## config.mk

```make
export PLATFORM = sky130hd
export DESIGN_NAME = stopwatch_btn_ctrl_flat
export DESIGN_NICKNAME = d
export VERILOG_FILES = /design/src/rtl/stopwatch_btn_ctrl_if.sv /design/src/rtl/stopwatch_btn_ctrl.sv /design/src/flat_wrapper.sv
export SDC_FILE = /design/constraint.sdc
export NUM_CORES = 1
export LEC_CHECK = 0
export CORE_UTILIZATION = 48
export CTS_CLUSTER_DIAMETER = 200
export DETAILED_ROUTE_END_ITERATION = 12
export PLACE_DENSITY = 0.62
export SETUP_SLACK_MARGIN = 0.4
export SYNTH_ARGS = -nofsm -noshare
export SYNTH_HDL_FRONTEND = slang
export SYNTH_SLANG_ARGS = --single-unit
export TNS_END_PERCENT = 1
```

## constraint.sdc

```tcl
create_clock -name clk -period 2.9 [get_ports clk]
set_input_delay 0.58 -clock clk [delete_from_list [all_inputs] [get_ports clk]]
set_output_delay 0.58 -clock clk [all_outputs]
set_load 0.01 [all_outputs]
```

## src/rtl/stopwatch_btn_ctrl_if.sv

```systemverilog
// Button/command bundle between the front panel and stopwatch_btn_ctrl.
// master = panel/bench side (drives raw buttons), slave = controller side.
`timescale 1ns/1ps
interface stopwatch_btn_ctrl_if;
  logic       btn_start;
  logic       btn_stop;
  logic       btn_midstop;
  logic       start_p;
  logic       stop_p;
  logic       midstop_p;
  logic       clr_p;
  logic [1:0] mode;

  modport master (
    output btn_start, btn_stop, btn_midstop,
    input  start_p, stop_p, midstop_p, clr_p, mode
  );

  modport slave (
    input  btn_start, btn_stop, btn_midstop,
    output start_p, stop_p, midstop_p, clr_p, mode
  );
endinterface

```

## src/rtl/stopwatch_btn_ctrl.sv

```systemverilog
// Sync + debounce three buttons, arbitrate presses through a run-mode FSM; press->pulse DEBOUNCE_CYCLES+3 clocks, no backpressure.
// Long stop-press clear (clr_p) exists only when STOPWATCH_LONGPRESS_CLEAR_EN is defined.
`timescale 1ns/1ps
module stopwatch_btn_ctrl #(
  parameter int DEBOUNCE_CYCLES = 1000000,
  parameter int LONG_CYCLES     = 200000000
) (
  input  logic                 clk,
  input  logic                 rst_n,
  stopwatch_btn_ctrl_if.slave  bus
);

  localparam int               CNT_W    = $clog2(DEBOUNCE_CYCLES);
  localparam logic [CNT_W-1:0] CNT_LAST = CNT_W'(DEBOUNCE_CYCLES - 1);
  localparam int               B_START  = 0;
  localparam int               B_MID    = 1;
  localparam int               B_STOP   = 2;

  typedef enum logic [1:0] {
    IDLE    = 2'd0,
    RUN     = 2'd1,
    LAP     = 2'd2,
    STOPPED = 2'd3
  } mode_e;

  logic [2:0]       raw;
  logic [2:0]       s1_q, s1_d;
  logic [2:0]       s2_q, s2_d;
  logic [2:0]       db_q, db_d;
  logic [2:0]       db_prev_q, db_prev_d;
  logic [2:0]       evt_q, evt_d;
  logic [CNT_W-1:0] cnt_q [3];
  logic [CNT_W-1:0] cnt_d [3];

  mode_e mode_q, mode_d;
  logic  start_p_q, start_p_d;
  logic  stop_p_q, stop_p_d;
  logic  midstop_p_q, midstop_p_d;
  logic  hold_fire;

  assign raw = {bus.btn_stop, bus.btn_midstop, bus.btn_start};

  // Counter only advances while the synced level disagrees with db; any agreement resets it.
  always_comb begin
    s1_d      = raw;
    s2_d      = s1_q;
    db_d      = db_q;
    db_prev_d = db_q;
    evt_d     = db_q & ~db_prev_q;
    for (int i = 0; i < 3; i++) begin
      cnt_d[i] = '0;
      if (s2_q[i] != db_q[i]) begin
        if (cnt_q[i] == CNT_LAST) begin
          db_d[i] = s2_q[i];
        end else begin
          cnt_d[i] = cnt_q[i] + CNT_W'(1);
        end
      end
    end
  end

  always_ff @(posedge clk or negedge rst_n) begin
    if (!rst_n) begin
      s1_q      <= '0;
      s2_q      <= '0;
      db_q      <= '0;
      db_prev_q <= '0;
      evt_q     <= '0;
      for (int i = 0; i < 3; i++) begin
        cnt_q[i] <= '0;
      end
    end else begin
      s1_q      <= s1_d;
      s2_q      <= s2_d;
      db_q      <= db_d;
      db_prev_q <= db_prev_d;
      evt_q     <= evt_d;
      for (int i = 0; i < 3; i++) begin
        cnt_q[i] <= cnt_d[i];
      end
    end
  end

`ifdef STOPWATCH_LONGPRESS_CLEAR_EN
  localparam int                HOLD_W    = $clog2(LONG_CYCLES);
  localparam logic [HOLD_W-1:0] HOLD_LAST = HOLD_W'(LONG_CYCLES - 1);

  logic [HOLD_W-1:0] hold_q, hold_d;
  logic              clr_p_q, clr_p_d;

  // Saturating at HOLD_LAST; the mode gate stops a re-fire once we are back in IDLE.
  always_comb begin
    hold_d = hold_q;
    if (!db_q[B_STOP]) begin
      hold_d = '0;
    end else if (hold_q != HOLD_LAST && mode_q == STOPPED) begin
      hold_d = hold_q + HOLD_W'(1);
    end
  end

  assign hold_fire = (mode_q == STOPPED) && (hold_q == HOLD_LAST);

  always_comb begin
    clr_p_d = hold_fire;
  end

  always_ff @(posedge clk or negedge rst_n) begin
    if (!rst_n) begin
      hold_q  <= '0;
      clr_p_q <= 1'b0;
    end else begin
      hold_q  <= hold_d;
      clr_p_q <= clr_p_d;
    end
  end

  assign bus.clr_p = clr_p_q;
`else
  logic unused_long;
  assign unused_long = (LONG_CYCLES > 0);
  assign hold_fire   = 1'b0;
  assign bus.clr_p   = 1'b0;
`endif

  // Only the highest-priority event of a cycle is looked at; losers are dropped.
  always_comb begin
    mode_d      = mode_q;
    start_p_d   = 1'b0;
    stop_p_d    = 1'b0;
    midstop_p_d = 1'b0;
    if (hold_fire) begin
      mode_d = IDLE;
    end else if (evt_q[B_STOP]) begin
      if (mode_q == RUN || mode_q == LAP) begin
        mode_d   = STOPPED;
        stop_p_d = 1'b1;
      end
    end else if (evt_q[B_MID]) begin
      if (mode_q == RUN) begin
        mode_d      = LAP;
        midstop_p_d = 1'b1;
      end else if (mode_q == LAP) begin
        mode_d      = RUN;
        midstop_p_d = 1'b1;
      end
    end else if (evt_q[B_START]) begin
      if (mode_q == IDLE || mode_q == STOPPED) begin
        mode_d    = RUN;
        start_p_d = 1'b1;
      end
    end
  end

  always_ff @(posedge clk or negedge rst_n) begin
    if (!rst_n) begin
      mode_q      <= IDLE;
      start_p_q   <= 1'b0;
      stop_p_q    <= 1'b0;
      midstop_p_q <= 1'b0;
    end else begin
      mode_q      <= mode_d;
      start_p_q   <= start_p_d;
      stop_p_q    <= stop_p_d;
      midstop_p_q <= midstop_p_d;
    end
  end

  assign bus.start_p   = start_p_q;
  assign bus.stop_p    = stop_p_q;
  assign bus.midstop_p = midstop_p_q;
  assign bus.mode      = mode_q;

  a_cmd_onehot: assert property (@(posedge clk) disable iff (!rst_n)
    $onehot0({start_p_q, stop_p_q, midstop_p_q}));

endmodule

```

## src/flat_wrapper.sv

```systemverilog
// flat-port wrapper written by rule: the top's interface ports become plain ports
module stopwatch_btn_ctrl_flat 
#(
  parameter int DEBOUNCE_CYCLES = 1000000,
  parameter int LONG_CYCLES     = 200000000
)
  (clk, rst_n, bus_btn_start, bus_btn_stop, bus_btn_midstop, bus_start_p, bus_stop_p, bus_midstop_p, bus_clr_p, bus_mode);
  stopwatch_btn_ctrl_if bus_i ();
  input  logic clk;
  input  logic rst_n;
  input wire logic [$bits(bus_i.btn_start)-1:0] bus_btn_start;
  input wire logic [$bits(bus_i.btn_stop)-1:0] bus_btn_stop;
  input wire logic [$bits(bus_i.btn_midstop)-1:0] bus_btn_midstop;
  output wire logic [$bits(bus_i.start_p)-1:0] bus_start_p;
  output wire logic [$bits(bus_i.stop_p)-1:0] bus_stop_p;
  output wire logic [$bits(bus_i.midstop_p)-1:0] bus_midstop_p;
  output wire logic [$bits(bus_i.clr_p)-1:0] bus_clr_p;
  output wire logic [$bits(bus_i.mode)-1:0] bus_mode;
  assign bus_i.btn_start = bus_btn_start;
  assign bus_i.btn_stop = bus_btn_stop;
  assign bus_i.btn_midstop = bus_btn_midstop;
  assign bus_start_p = bus_i.start_p;
  assign bus_stop_p = bus_i.stop_p;
  assign bus_midstop_p = bus_i.midstop_p;
  assign bus_clr_p = bus_i.clr_p;
  assign bus_mode = bus_i.mode;
  stopwatch_btn_ctrl #(.DEBOUNCE_CYCLES(DEBOUNCE_CYCLES), .LONG_CYCLES(LONG_CYCLES)) u_core (.clk(clk), .rst_n(rst_n), .bus(bus_i));
endmodule
```

==> flow_summary.json <==
{
  "critical_path.endpoint_type": "flop",
  "worstRegToRegCells": 4,
  "cts_tree": "built",
  "combPwrFrac": 0.034,
  "finish.cell_count_without_fillers": 478,
  "yosys_register_bits": 80,
  "drc_errors": 0,
  "p_per_area_mw_per_mm2": 492.1,
  "crit_fanout": 18,
  "timing.final.max_slew_violations": 0,
  "post_synth_and_or_nand_nor_area_fraction": 0.2299,
  "irDropWorstVdd_mv": 0.2659,
  "antenna-diode-count": 0,
  "nets": 383,
  "seq_power_share": 0.564,
  "cts_hold_repair.buffers": 0,
  "buffer_ports.inserted": 9,
  "setup-violations-final": 0,
  "arithmetic_cell_share_of_the_synthesized_area_counting_full_adders_half_adders_and_majority_gates": 0.01352,
  "synthesis.yosys.warnings": 0,
  "detailroute.wirelength.met2_mm": 2.919,
  "multi_input_area_mm2": 0.001592,
  "fin_setup_tns_ps": 0,
  "clock-sinks": 80,
  "globalRoute.totalOverflow": 0,
  "crit_required_ps": 3110,
  "highest_layer": "met4",
  "area_growth_pct": 11.12,
  "maximum_number_of_pins_on_one_net_before_global_route_repair": 81,
  "max_freq_ghz": 0.4617,
  "avgRoutedWirePerCell_um": 12.91,
  "detailedRoute.firstIterationViolations": 118,
  "detailedRoute.firstPassIterationCount": 4,
  "filler_cell_count": 664,
  "finalClockSkew_ps": 7.983,
  "hold_path_class": "input pin to asynchronous set/reset pin",
  "hold_viol_final": 0,
  "async_reset_ff_frac": 1.000,
  "met1Wirelength_mm": 3.012,
  "dr_wl_met3_um": 174,
  "grt_antenna_before_repair": 0,
  "row_count": 31,
  "route.final.wire_length_mm": 6.172,
  "post_synth_inst_count": 358,
  "track_usage": 0.1715,
  "clockRootBuffer": "sky130_fd_sc_hd__clkbuf_8",
  "ys_dominant_reg_cell": "sky130_fd_sc_hd__dfrtp_1",
  "synth_edf_count": 0,
  "post_cts.resized_instances": 0,
  "sw_frac_of_total": 0.2234,
  "clock_tree.htree_level_count": 3,
  "cts-buffers-inserted": 9,
  "synth_top_family_by_area": "simple AND/OR/NAND/NOR gates",
  "post-cts-setup-buffer-count": 0,
  "die_height_um": 89.81,
  "worst_setup_hold_path_clk_slew_ps": 80,
  "yosysUniqueCellTypes": 46,
  "seqCellArea_mm2": 0.002002,
  "cp-start-kind": "flop",
  "dp_hpwl_mm": 4.060,
  "yosysSeqAreaShare": 0.5409,
  "worst_path_arrival_time_ps": 2370,
  "max_slew.worst_pin.slew_ps": 611.0,
  "grt_first_pass_wirelength_mm": 11.25,
  "detail_route.vias_per_cell": 5.232,
  "finalCoreUtilization": 0.5581,
  "synth.cell_area_mm2": 0.003701,
  "io_pins": 11,
  "synth.avg_cell_area_um2": 10.34,
  "finalCriticalPeriod_ps": 2166,
  "p_leak_nw": 1.630,
  "finalCritPeriodShare": 0.7469,
  "clk_path_buf_depth": 2,
  "critPathKind": "flop to flop",
  "cellInternalPower_w": 0.001572,
  "die_area_mm2": 0.008066,
  "via_count": 2501,
  "synthesis.nets": 367,
  "clockPowerShare": 0.402,
  "drv_cap": 0,
  "synth_compound_area_frac": 0.06930,
  "yosys.area_share.xor_xnor": 0.09703,
  "initial_core_util": 0.5022,
  "layout-drive-gt1-share": 0.1003,
  "status": "complete, no violations",
  "post_synth_mux_area_share": 0.01724,
  "gp_congestion": 0.7969,
  "fp.dieW_um": 89.81,
  "worstSkewPairLatency_ps": 340,
  "floorplan.core_area_mm2": 0.007370,
  "placed_instances": 462,
  "slew_headroom": 0.5889,
  "grt_pass1_vias": 2518,
  "power.switching_w": 0.0004520,
  "route.antenna.remaining_nets": 0,
  "rsz0062_at_grt": "no"
}
==> per-stage QoR <==
| stage | instance area [um^2] | power (W) | hold slack, ps | setup WS (ps) |
|---|---|---|---|---|
| global route | 4113 | 0.002108 | 270.1 | 537.2 |
| detailed placement | 3915 | 0.001235 | 337.1 | 735.8 |
| finish | 4113 | 0.002024 | 241.1 | 734.0 |
| floorplan | 3701 | 0.001195 | 284.4 | 822.4 |
| CTS | 4113 | 0.002062 | 259.6 | 731.7 |
| global placement | 3915 | 0.001233 | 335.9 | 777.2 |
==> state kept, by name, summed over array words and instances (netlist names) <==
| name | cells |
|---|---|
| u_core.db_prev_d | 3 |
| u_core.cnt_q | 60 |
| u_core.bus.start_p | 1 |
| u_core.evt_q | 3 |
| u_core.bus.stop_p | 1 |
| u_core.bus.mode | 2 |
| u_core.s1_q | 3 |
| u_core.bus.midstop_p | 1 |
| u_core.db_prev_q | 3 |
| u_core.s2_q | 3 |
==> layout make-up <==
type,count,area share
Clock buffer,11,0.03438
Clock inverter,5,0.01369
Inverter,18,0.01643
Multi-Input combinational cell,252,0.3870
Sequential cell,80,0.4868
Tap cell,99,0.03012
Timing Repair Buffer,13,0.03164
==> logic make-up (layout without fill, tap and decap cells) <==
family | count (synthesis) | in the layout
and+or+nand+nor | 162 | 162
DFF | 80 | 80
xor gates and xnor gates | 41 | 41
AOI/OAI and AO/OA | 38 | 38
buffers and inverters | 26 | 47
muxes | 6 | 6
adders and majority gates | 4 | 4
other | 1 | 1
==> synth_stat cells (2+ instances only) <==
library cell | n | area, um^2
sky130_fd_sc_hd__mux2i_1 | 3 | 30.03
sky130_fd_sc_hd__nor3_1 | 13 | 65.06
sky130_fd_sc_hd__nor2b_1 | 4 | 25.02
sky130_fd_sc_hd__nand2_1 | 15 | 56.30
sky130_fd_sc_hd__and2_1 | 2 | 12.51
sky130_fd_sc_hd__dfrtp_1 | 80 | 2002
sky130_fd_sc_hd__nor4_1 | 11 | 68.82
sky130_fd_sc_hd__or4_4 | 2 | 22.52
sky130_fd_sc_hd__nand3_1 | 22 | 110.1
sky130_fd_sc_hd__nor4b_1 | 3 | 26.28
sky130_fd_sc_hd__buf_4 | 2 | 15.01
sky130_fd_sc_hd__nand4_1 | 9 | 56.30
sky130_fd_sc_hd__nor2_1 | 54 | 202.7
sky130_fd_sc_hd__ha_1 | 4 | 50.05
sky130_fd_sc_hd__or3_1 | 3 | 18.77
sky130_fd_sc_hd__a21oi_1 | 14 | 70.07
sky130_fd_sc_hd__or2_2 | 3 | 18.77
sky130_fd_sc_hd__inv_1 | 18 | 67.56
sky130_fd_sc_hd__xnor2_1 | 30 | 262.8
sky130_fd_sc_hd__xor2_1 | 11 | 96.34
sky130_fd_sc_hd__o31ai_1 | 7 | 52.55
sky130_fd_sc_hd__and3_1 | 2 | 12.51
sky130_fd_sc_hd__clkbuf_1 | 3 | 11.26
sky130_fd_sc_hd__or4_1 | 10 | 75.07
sky130_fd_sc_hd__mux2_2 | 3 | 33.78
sky130_fd_sc_hd__o21ai_0 | 9 | 45.04
sky130_fd_sc_hd__buf_2 | 2 | 10.01
==> critical path: stages, from the launching register on <==
cell	delay [ps]
sky130_fd_sc_hd__dfrtp_1	440
sky130_fd_sc_hd__or4_1	540
sky130_fd_sc_hd__or4_4	520
sky130_fd_sc_hd__o21ai_4	440
sky130_fd_sc_hd__nor2_1	100
==> per-layer routing <==
metal | track usage | up-vias
li1 | - | 1276
met1 | 0.2262 | 1187
met2 | 0.2731 | 33
met3 | 0.05330 | 5
met4 | 0.04918 | 0
met5 | 0 | -
==> placed cells by master, fill, tap and decap left out, drive strengths merged, types with 2 or more instances in the layout <==
| master | count |
|---|---|
| nand2 | 15 |
| nor4b | 3 |
| clkbuf | 11 |
| o31ai | 8 |
| clkinv | 3 |
| xor2 | 11 |
| nor4 | 11 |
| mux2 | 3 |
| nor2b | 4 |
| o21ai | 10 |
| clkdlybuf4s50 | 8 |
| inv | 18 |
| dfrtp | 80 |
| or4 | 12 |
| nand3 | 23 |
| mux2i | 3 |
| and3 | 3 |
| xnor2 | 30 |
| buf | 5 |
| a21oi | 15 |
| nor2 | 54 |
| or3 | 4 |
| nor3 | 13 |
| or2 | 3 |
| and2 | 2 |
| nand4 | 10 |
| ha | 4 |
==> power groups by stage <==
stage                     logic (W)  clock network (W)  registers (W)
after CTS                 0.0000713           0.000849        0.00114
after floorplan           0.0000336                  0        0.00116
final                     0.0000680           0.000814        0.00114
after detailed placement  0.0000711                  0        0.00116
after global placement    0.0000703                  0        0.00116
after global routing      0.0000811           0.000884        0.00114
==> final timing paths <==
check	start	to	slack (ps)
max reg2reg	u_core.cnt_q[52]$_DFF_PN0_	u_core.cnt_q[55]$_DFF_PN0_	730
max in group asynchronous	rst_n	u_core.cnt_q[32]$_DFF_PN0_	2320
min in group clk	u_core.s1_q[2]$_DFF_PN0_	u_core.s2_q[2]$_DFF_PN0_	350
max	u_core.cnt_q[52]$_DFF_PN0_	u_core.cnt_q[55]$_DFF_PN0_	730
min	rst_n	u_core.bus.midstop_p$_DFF_PN0_	240
min reg2reg	u_core.s1_q[2]$_DFF_PN0_	u_core.s2_q[2]$_DFF_PN0_	350
Note: power is estimated with default switching activity, not from simulation.
